File: src/rtl/proc_run_ctrl.sv
// Run controller: streams a host program into instruction memory, runs the processor,
// detects the jump-to-self halt idiom and counts run cycles. Watchdog: RUN_CTRL_TIMEOUT_EN.
module proc_run_ctrl #(
    parameter int CYCLE_W = 16
`ifdef RUN_CTRL_TIMEOUT_EN
    , parameter int MAX_CYCLES = 1000
`endif
) (
    input  logic               clk,
    input  logic               reset,
    input  logic               ld_valid,
    input  logic [10:0]        ld_data,
    input  logic               ld_last,
    output logic               ld_ready,
    input  logic               start,
    input  logic               abort,
    output logic               imem_we,
    output logic [7:0]         imem_addr,
    output logic [10:0]        imem_wdata,
    output logic               cpu_reset,
    input  logic [7:0]         cpu_pc,
    input  logic [10:0]        cpu_instr,
    output logic               busy,
    output logic               done,
    output logic               load_err,
    output logic               timeout,
    output logic [CYCLE_W-1:0] cycle_count
);

    localparam logic [2:0] ST_IDLE  = 3'd0;
    localparam logic [2:0] ST_LOAD  = 3'd1;
    localparam logic [2:0] ST_READY = 3'd2;
    localparam logic [2:0] ST_RUN   = 3'd3;
    localparam logic [2:0] ST_HALT  = 3'd4;

    logic [2:0]         state_q, state_d;
    logic [7:0]         wr_ptr_q, wr_ptr_d;
    logic               load_err_q, load_err_d;
    logic [CYCLE_W-1:0] cycle_count_q, cycle_count_d;
    logic               cpu_reset_q;

    logic               accept;
    logic               halt_seen;
    logic               wd_fire;
    logic               start_req;
    logic [CYCLE_W-1:0] cnt_inc;
    logic               instr_unused;

    assign ld_ready   = (state_q == ST_IDLE) || (state_q == ST_LOAD);
    assign accept     = ld_valid & ld_ready;
    assign imem_we    = accept;
    assign imem_addr  = wr_ptr_q;
    assign imem_wdata = ld_data;

    // Halt idiom: a jump whose target equals the address it was fetched from.
    assign halt_seen    = (cpu_instr[10:8] == 3'b101) && ({cpu_instr[6:0], 1'b0} == cpu_pc);
    assign instr_unused = cpu_instr[7];

    assign cnt_inc   = (&cycle_count_q) ? cycle_count_q : cycle_count_q + CYCLE_W'(1);
    assign start_req = ((state_q == ST_READY) || (state_q == ST_HALT)) && !ld_valid && start;

`ifdef RUN_CTRL_TIMEOUT_EN
    logic timeout_q, timeout_d;

    assign wd_fire = (cnt_inc == CYCLE_W'(MAX_CYCLES));

    always_comb begin
        timeout_d = timeout_q;
        if (!abort) begin
            if (start_req) begin
                timeout_d = 1'b0;
            end else if ((state_q == ST_RUN) && !halt_seen && wd_fire) begin
                timeout_d = 1'b1;
            end
        end
    end

    always_ff @(posedge clk) begin
        if (reset) begin
            timeout_q <= 1'b0;
        end else begin
            timeout_q <= timeout_d;
        end
    end

    assign timeout = timeout_q;
`else
    assign wd_fire = 1'b0;
    assign timeout = 1'b0;
`endif

    always_comb begin
        state_d       = state_q;
        wr_ptr_d      = wr_ptr_q;
        load_err_d    = load_err_q;
        cycle_count_d = cycle_count_q;
        if (abort) begin
            state_d  = ST_IDLE;
            wr_ptr_d = 8'd0;
        end else begin
            case (state_q)
                ST_IDLE: begin
                    if (accept) begin
                        wr_ptr_d   = 8'd1;
                        load_err_d = 1'b0;
                        state_d    = ld_last ? ST_READY : ST_LOAD;
                    end
                end
                ST_LOAD: begin
                    if (accept) begin
                        // The pointer parks at the last address instead of wrapping.
                        if (wr_ptr_q != 8'hFF) begin
                            wr_ptr_d = wr_ptr_q + 8'd1;
                        end
                        if (ld_last) begin
                            state_d = ST_READY;
                        end else if (wr_ptr_q == 8'hFF) begin
                            state_d    = ST_READY;
                            load_err_d = 1'b1;
                        end
                    end
                end
                ST_READY, ST_HALT: begin
                    if (ld_valid) begin
                        state_d  = ST_IDLE;
                        wr_ptr_d = 8'd0;
                    end else if (start) begin
                        state_d       = ST_RUN;
                        cycle_count_d = '0;
                    end
                end
                ST_RUN: begin
                    cycle_count_d = cnt_inc;
                    if (halt_seen || wd_fire) begin
                        state_d = ST_HALT;
                    end
                end
                default: begin
                    state_d  = ST_IDLE;
                    wr_ptr_d = 8'd0;
                end
            endcase
        end
    end

    always_ff @(posedge clk) begin
        if (reset) begin
            state_q       <= ST_IDLE;
            wr_ptr_q      <= 8'd0;
            load_err_q    <= 1'b0;
            cycle_count_q <= '0;
            cpu_reset_q   <= 1'b1;
        end else begin
            state_q       <= state_d;
            wr_ptr_q      <= wr_ptr_d;
            load_err_q    <= load_err_d;
            cycle_count_q <= cycle_count_d;
            cpu_reset_q   <= (state_d != ST_RUN);
        end
    end

    assign cpu_reset   = cpu_reset_q;
    assign busy        = (state_q == ST_LOAD) || (state_q == ST_RUN);
    assign done        = (state_q == ST_HALT);
    assign load_err    = load_err_q;
    assign cycle_count = cycle_count_q;

endmodule

File: config.mk
export PLATFORM = sky130hd
export DESIGN_NAME = proc_run_ctrl
export DESIGN_NICKNAME = d
export VERILOG_FILES = /design/src/rtl/proc_run_ctrl.sv
export SDC_FILE = /design/constraint.sdc
export NUM_CORES = 1
export LEC_CHECK = 0
export CAP_MARGIN = 25
export CORE_UTILIZATION = 37
export DETAILED_ROUTE_END_ITERATION = 7
export HOLD_SLACK_MARGIN = 0.05
export PLACE_DENSITY = 0.8
export SYNTH_ARGS = -nofsm -noshare
export SYNTH_HDL_FRONTEND = slang
export SYNTH_SLANG_ARGS = --single-unit
export TNS_END_PERCENT = 1
File: constraint.sdc
create_clock -name clk -period 1.9 [get_ports clk]
set_input_delay 0.57 -clock clk [delete_from_list [all_inputs] [get_ports clk]]
set_output_delay 0.57 -clock clk [all_outputs]
set_load 0.01 [all_outputs]
==> results of run 1 <==
-- worst max-delay path: stages, from the launching register on --
cell	delay, ns
dfxtp_1	0.36
inv_1	0.09
nor3_2	0.17
clkdlybuf4s50_1	0.57
-- cells by family (layout without fill, tap and decap cells) --
| group | Yosys count | in the layout | synth area share [%] |
|---|---|---|---|
| AOI/OAI and AO/OA | 56 | 56 | 19.2 |
| xor gates and xnor gates | 13 | 13 | 6.27 |
| adders and majority gates | 2 | 2 | 1.38 |
| buffers and inverters | 29 | 102 | 10.1 |
| DFF | 29 | 29 | 32.0 |
| other | 1 | 1 | 0.207 |
| and+or+nand+nor | 95 | 95 | 30.8 |
-- worst paths after layout --
| kind | start | to | slack, ns | depth (start not counted) |
|---|---|---|---|---|
| hold / removal | cycle_count[6] | cycle_count[6] | 0.51 | 2 |
| setup / recovery | state_q[2] | done | -0.15 | 3 |
| setup reg to reg | state_q[1] | imem_addr[3] | 0.04 | 6 |
| hold reg to reg | cycle_count[6] | cycle_count[6] | 0.51 | 2 |
-- stage by stage --
| step | worst slack [ns] | std cells |
|---|---|---|
| after floorplan | 0.00711 | 225 |
| after global placement | -0.538 | 354 |
| after detailed placement | -0.567 | 354 |
| after CTS | -0.239 | 362 |
| after global routing | -0.231 | 365 |
| final | -0.152 | 365 |
-- power by group through the flow --
stage / clock (mW) / combinational [mW] / sequential, mW
5_1_grt: 0.541 / 0.186 / 0.617
4_1_cts: 0.519 / 0.168 / 0.616
2_1_floorplan: 0 / 0.0954 / 0.628
6_report: 0.513 / 0.173 / 0.617
3_5_place_dp: 0 / 0.164 / 0.629
3_3_place_gp: 0 / 0.161 / 0.629
-- routing by layer --
metal / vias up / global-route usage, % / part of all wire, %
met3: 11 / 4.17 / 5.0
met5: - / 0 / 0
li1: 952 / - / -
met1: 911 / 22.6 / 43
met2: 66 / 30.6 / 50
met4: 0 / 8.06 / 1.9
-- area by class of cell --
type                    instances  area share, %
repair buffers                 86           29.5
well taps                      67           3.07
multi-input cells             167           41.8
inverters                       8           1.10
clock buffers                   6           2.66
flip-flops and latches         29           21.4
clock inverters                 2          0.366
-- timing repair --
item | CTS | global route
cloned | 0 | 0
setup buffers | 0 | 3
gates resized for setup | 19 | 16
pin swaps | 3 | 3
hold endpoints to repair | 0 | 0
setup endpoints to repair | 25 | 34
-- state kept, by name, indices dropped and copies added (netlist names) --
name	count
cycle_count	16
imem_addr	8
load_err	1
cpu_reset	1
state_q	3
-- cell usage in the layout (no fill, tap or decap), types with 2 or more instances in the layout --
master           instances
o31ai_1                  5
nor4b_2                  2
nand3_1                  7
dfxtp_2                  4
nor2_1                  14
or4_1                    3
clkinv_2                 2
buf_4                   29
o21ai_0                 14
nand4_1                  5
inv_1                    8
xnor2_1                 11
clkbuf_8                 5
ha_1                     2
nor4_2                   2
a21oi_1                 18
nor2_2                   2
buf_6                    2
xor2_1                   2
or3_1                   12
nand2_1                 20
dfxtp_1                 25
o21ai_1                  2
dlygate4sd2_1            2
clkdlybuf4s50_1         45
and2_1                   3
nor3_1                   3
dlymetal6s2s_1           5
and4_1                   2
nor4bb_1                 3
o21a_1                   2
==> flow_metrics.py, run 1 <==
metrics = {
    "outcome": {
        "status": "complete, but fails checks",
        "violations": "negative setup slack",
    },
    "routing": {
        "wirelength_um": 4860,
        "via_count": 1940,
        "viasPerCell": 5.32,
        "drc": 0,
        "wire_per_inst_um": 13.3,
        "drt-initial-drc-count": 92,
        "ant_nets": 0,
        "drt_pass1_iterations": 4,
    },
    "cts": {
        "clockBufferDepth": 2,
        "tritoncts": "yes",
        "cts_root_buffer": "clkbuf_8",
        "cts_sinks": 29,
        "clkLatencyLatePin_ns": 0.29,
        "path_clk_slew_ns": 0.07,
        "cts_hold_buf": 0,
        "htree_levels": 2,
        "numCtsBuffers": 5,
    },
    "logic_synthesis": {
        "syn_nets": 263,
        "yosysSeqAreaShare_pct": 32.0,
        "synth_cell_types": 50,
        "async_reset_ff_share_pct": 0,
        "synth.most_common_cell": "dfxtp_1",
        "syn_avg_cell_area_um2": 8.07,
        "syn_area_mm2": 0.00182,
        "synth.area.top_cells": "dfxtp_1, xnor2_1, a21oi_1, buf_4, o21ai_0",
        "synthTopCellsByCount": "dfxtp_1, nand2_1, a21oi_1",
        "yosysWarnings": 0,
        "yosysTopAreaCell": "dfxtp_1",
        "synth_cells": 225,
        "synth-seq-cells": 29,
        "yosys_most_used_dff": "dfxtp_1",
        "synth_edf_count": 0,
        "yosys.area.top_type_share_pct": 32.0,
    },
    "worst_setup_path": {
        "worstSetupStartpointType": "register",
        "cp_max_fo": 4,
        "critPathKind": "register to output port",
        "worst_setup_path_end_kind": "output port",
        "required_ns": 1.33,
        "critPathArrivalTime_ns": 1.48,
    },
    "layout": {
        "drive_gt1_share_pct": 21.8,
        "diodes": 0,
        "seq_area_um2": 586,
        "multi_input_area_mm2": 0.00114,
        "fillers": 421,
        "finalInstanceArea_mm2": 0.00273,
        "fin_util_pct": 57.8,
        "nets": 335,
        "area_growth_pct": 50.4,
    },
    "timing": {
        "fin_skew_ns": 0.0103,
        "setup_viol_count_final": 1,
        "drv_slew": 0,
        "setup_slack_ns": -0.152,
        "hold_viol": 0,
        "hold_slack_ns": 0.508,
        "fin_crit_sh_pct": 108,
        "clock.fmax_ghz": 0.487,
        "finalSetupTns_ns": -0.152,
        "rsz0062_at_grt": "yes",
        "min_period_ns": 2.05,
    },
    "floorplanning": {
        "start_util_pct": 38.4,
        "die_area_mm2": 0.00519,
        "core_area_mm2": 0.00472,
        "die_x_um": 72.1,
        "fp-row-count": 25,
        "top_level_ports": 78,
        "die_height_um": 72.1,
    },
    "placement": {
        "place_area_mm2": 0.00251,
        "dp_hpwl_um": 3340,
        "portBuffers": 53,
        "gp_congestion": 0.859,
    },
    "global_routing": {
        "grt_antenna_before_repair": 0,
        "grt_first_pass_wirelength_um": 7590,
        "grt_pass1_vias": 1724,
        "overflow": 0,
        "grt_usage_pct": 18.3,
        "grt_max_degree": 12,
    },
    "power": {
        "ir_drop_v": 0.000244,
        "clkPwrFrac_pct": 39.4,
        "power_frac_seq_pct": 47.3,
        "leakagePower_nw": 1.01,
        "combinationalPowerShare_pct": 13.3,
        "p_per_area_mw_per_mm2": 477,
        "power.net_switching_mw": 0.339,
        "p_int_mw": 0.964,
        "p_total_mw": 1.30,
        "switching_share_pct": 26.0,
    },
    "worst_hold_path": {
        "min_path_type": "register to register",
    },
    "job": {
        "drv_cap": 0,
    },
}
Note: power is estimated with default switching activity, not from simulation.
==> run 2, diff against run 1 <==
- CORE_ASPECT_RATIO: not set -> 1.75
- PLACE_DENSITY: 0.8 -> not set
- PLACE_DENSITY_LB_ADDON: not set -> 0.1
- TNS_END_PERCENT: 1 -> 20
==> run 2 against run 1 <==
Against the previous run:
- the flow now finishes without violations
- hold slack worse by 0.010 ns
- final cell count down 3.3%
- power down 0.43%
- largest cell class unchanged
- largest power group unchanged
==> flow_metrics.py, run 2 (synthesized netlist as in run 1, its figures left out) <==
metrics = {
    "worst_setup_path": {
        "worstSetupStartpointType": "input pin",
        "critPathSlowestCell": "or3_1",
        "cp_max_fo": 6,
        "path_buf_inv": 3,
        "required_ns": 2.11,
        "critPathArrivalTime_ns": 2.08,
        "slowest_delay_ns": 0.33,
        "path_cells": "clkdlybuf4s15_1 -> and2b_2 -> o211a_1 -> o221ai_4 -> buf_12 -> buf_8 -> or3_1 -> a21oi_1",
        "worst_setup_path_end_kind": "register",
        "crit_family": "simple AND/OR/NAND/NOR gates",
        "critPathKind": "input pin to register",
    },
    "placement": {
        "place_area_mm2": 0.00252,
        "dp.cells": 342,
        "gp_congestion": 0.789,
        "pre_cts_slack_ns": -0.536,
        "portBuffers": 53,
        "dp_hpwl_um": 3590,
    },
    "routing": {
        "drt_pass1_iterations": 4,
        "via_count": 1925,
        "wire_per_inst_um": 13.5,
        "wirelength_um": 4770,
        "viasPerCell": 5.45,
        "drc": 0,
        "ant_nets": 0,
        "drt-initial-drc-count": 26,
    },
    "power": {
        "leakagePower_nw": 1.00,
        "p_int_mw": 0.999,
        "p_per_area_mw_per_mm2": 477,
        "combinationalPowerShare_pct": 13.2,
        "switching_share_pct": 23.0,
        "clkPwrFrac_pct": 39.4,
        "p_total_mw": 1.30,
        "power.net_switching_mw": 0.298,
        "ir_drop_v": 0.000483,
        "power_frac_seq_pct": 47.4,
    },
    "timing": {
        "setup_slack_ns": 0.0277,
        "rsz0062_at_grt": "yes",
        "hold_slack_ns": 0.497,
        "hold_viol": 0,
        "finalSetupTns_ns": 0,
        "fin_crit_sh_pct": 98.5,
        "fin_skew_ns": 0.00517,
        "clock.fmax_ghz": 0.534,
        "drv_slew": 0,
        "min_period_ns": 1.87,
        "setup_viol_count_final": 0,
    },
    "cts": {
        "path_clk_slew_ns": 0.06,
        "cts_root_buffer": "clkbuf_8",
        "cts_sinks": 29,
        "htree_levels": 2,
        "tritoncts": "yes",
        "clockBufferDepth": 2,
        "numCtsBuffers": 5,
        "clkLatencyLatePin_ns": 0.28,
    },
    "floorplanning": {
        "die_area_mm2": 0.00520,
        "fp-row-count": 33,
        "die_x_um": 55.0,
        "core_area_mm2": 0.00471,
        "die_height_um": 94.7,
        "start_util_pct": 38.6,
        "top_level_ports": 78,
    },
    "global_routing": {
        "grt_max_degree": 15,
        "grt_first_pass_wirelength_um": 7560,
        "grt_usage_pct": 19.9,
        "overflow": 0,
        "grt_pass1_vias": 1785,
        "grt_antenna_before_repair": 0,
    },
    "layout": {
        "mostFrequentLayoutCell": "clkdlybuf4s50_1",
        "mostFrequentLayoutCells": "clkdlybuf4s50_1, buf_4, dfxtp_1",
        "largest_reg_flops": 16,
        "finalInstanceArea_mm2": 0.00272,
        "stdcell_count": 353,
        "area_growth_pct": 49.8,
        "diodes": 0,
        "fin_util_pct": 57.8,
        "nets": 339,
        "drive_gt1_share_pct": 20.3,
    },
    "worst_hold_path": {
        "min_path_type": "register to register",
    },
    "outcome": {
        "status": "finished clean",
    },
    "job": {
        "drv_cap": 0,
    },
}
==> run 2: changes by cell type in the layout (fill, tap and decap cells not counted), moves of 2 or more <==
| cell | delta |
|---|---|
| nor4b_1 | +2 |
| dlymetal6s2s_1 | -4 |
| nor4_1 | +2 |
| nor4_2 | -2 |
| buf_4 | +3 |
| dlygate4sd2_1 | +2 |
| clkinv_2 | -2 |
==> run 2: worst paths after layout <==
check / from / endpoint / slack [ns] / cells past startpoint
setup / recovery: ld_valid / cycle_count[9] / 0.03 / 8
hold / removal: cycle_count[10] / cycle_count[10] / 0.50 / 2
setup reg to reg: cycle_count[0] / cycle_count[9] / 0.13 / 8
hold reg to reg: cycle_count[10] / cycle_count[10] / 0.50 / 2
==> run 2: cell type report <==
class,instances,area (µm²)
Multi-Input combinational cell,167,1100
Clock buffer,7,86.3
Fill cell,485,1990
Tap cell,52,65.1
Sequential cell,29,587
Timing Repair Buffer,90,853
Inverter,8,30.0
==> run 2: per-layer routing <==
layer	vias up	routed length [µm]	GRT usage, %
met5	-	0	0
met4	0	146	9.17
met3	13	135	3.70
met2	34	2640	36.4
met1	921	1850	20.2
li1	957	-	-
==> run 2: power by group through the flow <==
stage,sequential (mW),clock [mW],combinational [mW]
floorplan,0.628,0,0.0954
global placement,0.629,0,0.166
detailed placement,0.629,0,0.167
CTS,0.615,0.530,0.169
global route,0.615,0.552,0.185
finish,0.615,0.511,0.171
==> run 2: timing repair <==
| action | in CTS | in global routing |
|---|---|---|
| pin swaps | 11 | 7 |
| buffers inserted | 3 | 0 |
| resized for setup | 16 | 14 |
| endpoints found under the setup margin | 26 | 26 |
| endpoints found under the hold margin | 0 | 0 |
| hold buffers | 0 | 0 |
| cloned | 1 | 0 |
==> run 2: worst register-to-register path, stage by stage, from the launching register on <==
cell      delay, ns
dfxtp_1        0.33
ha_1           0.21
nand3_1        0.13
or2_4          0.17
o221ai_4       0.12
buf_12         0.16
buf_8          0.12
or3_1          0.33
a21oi_1        0.14
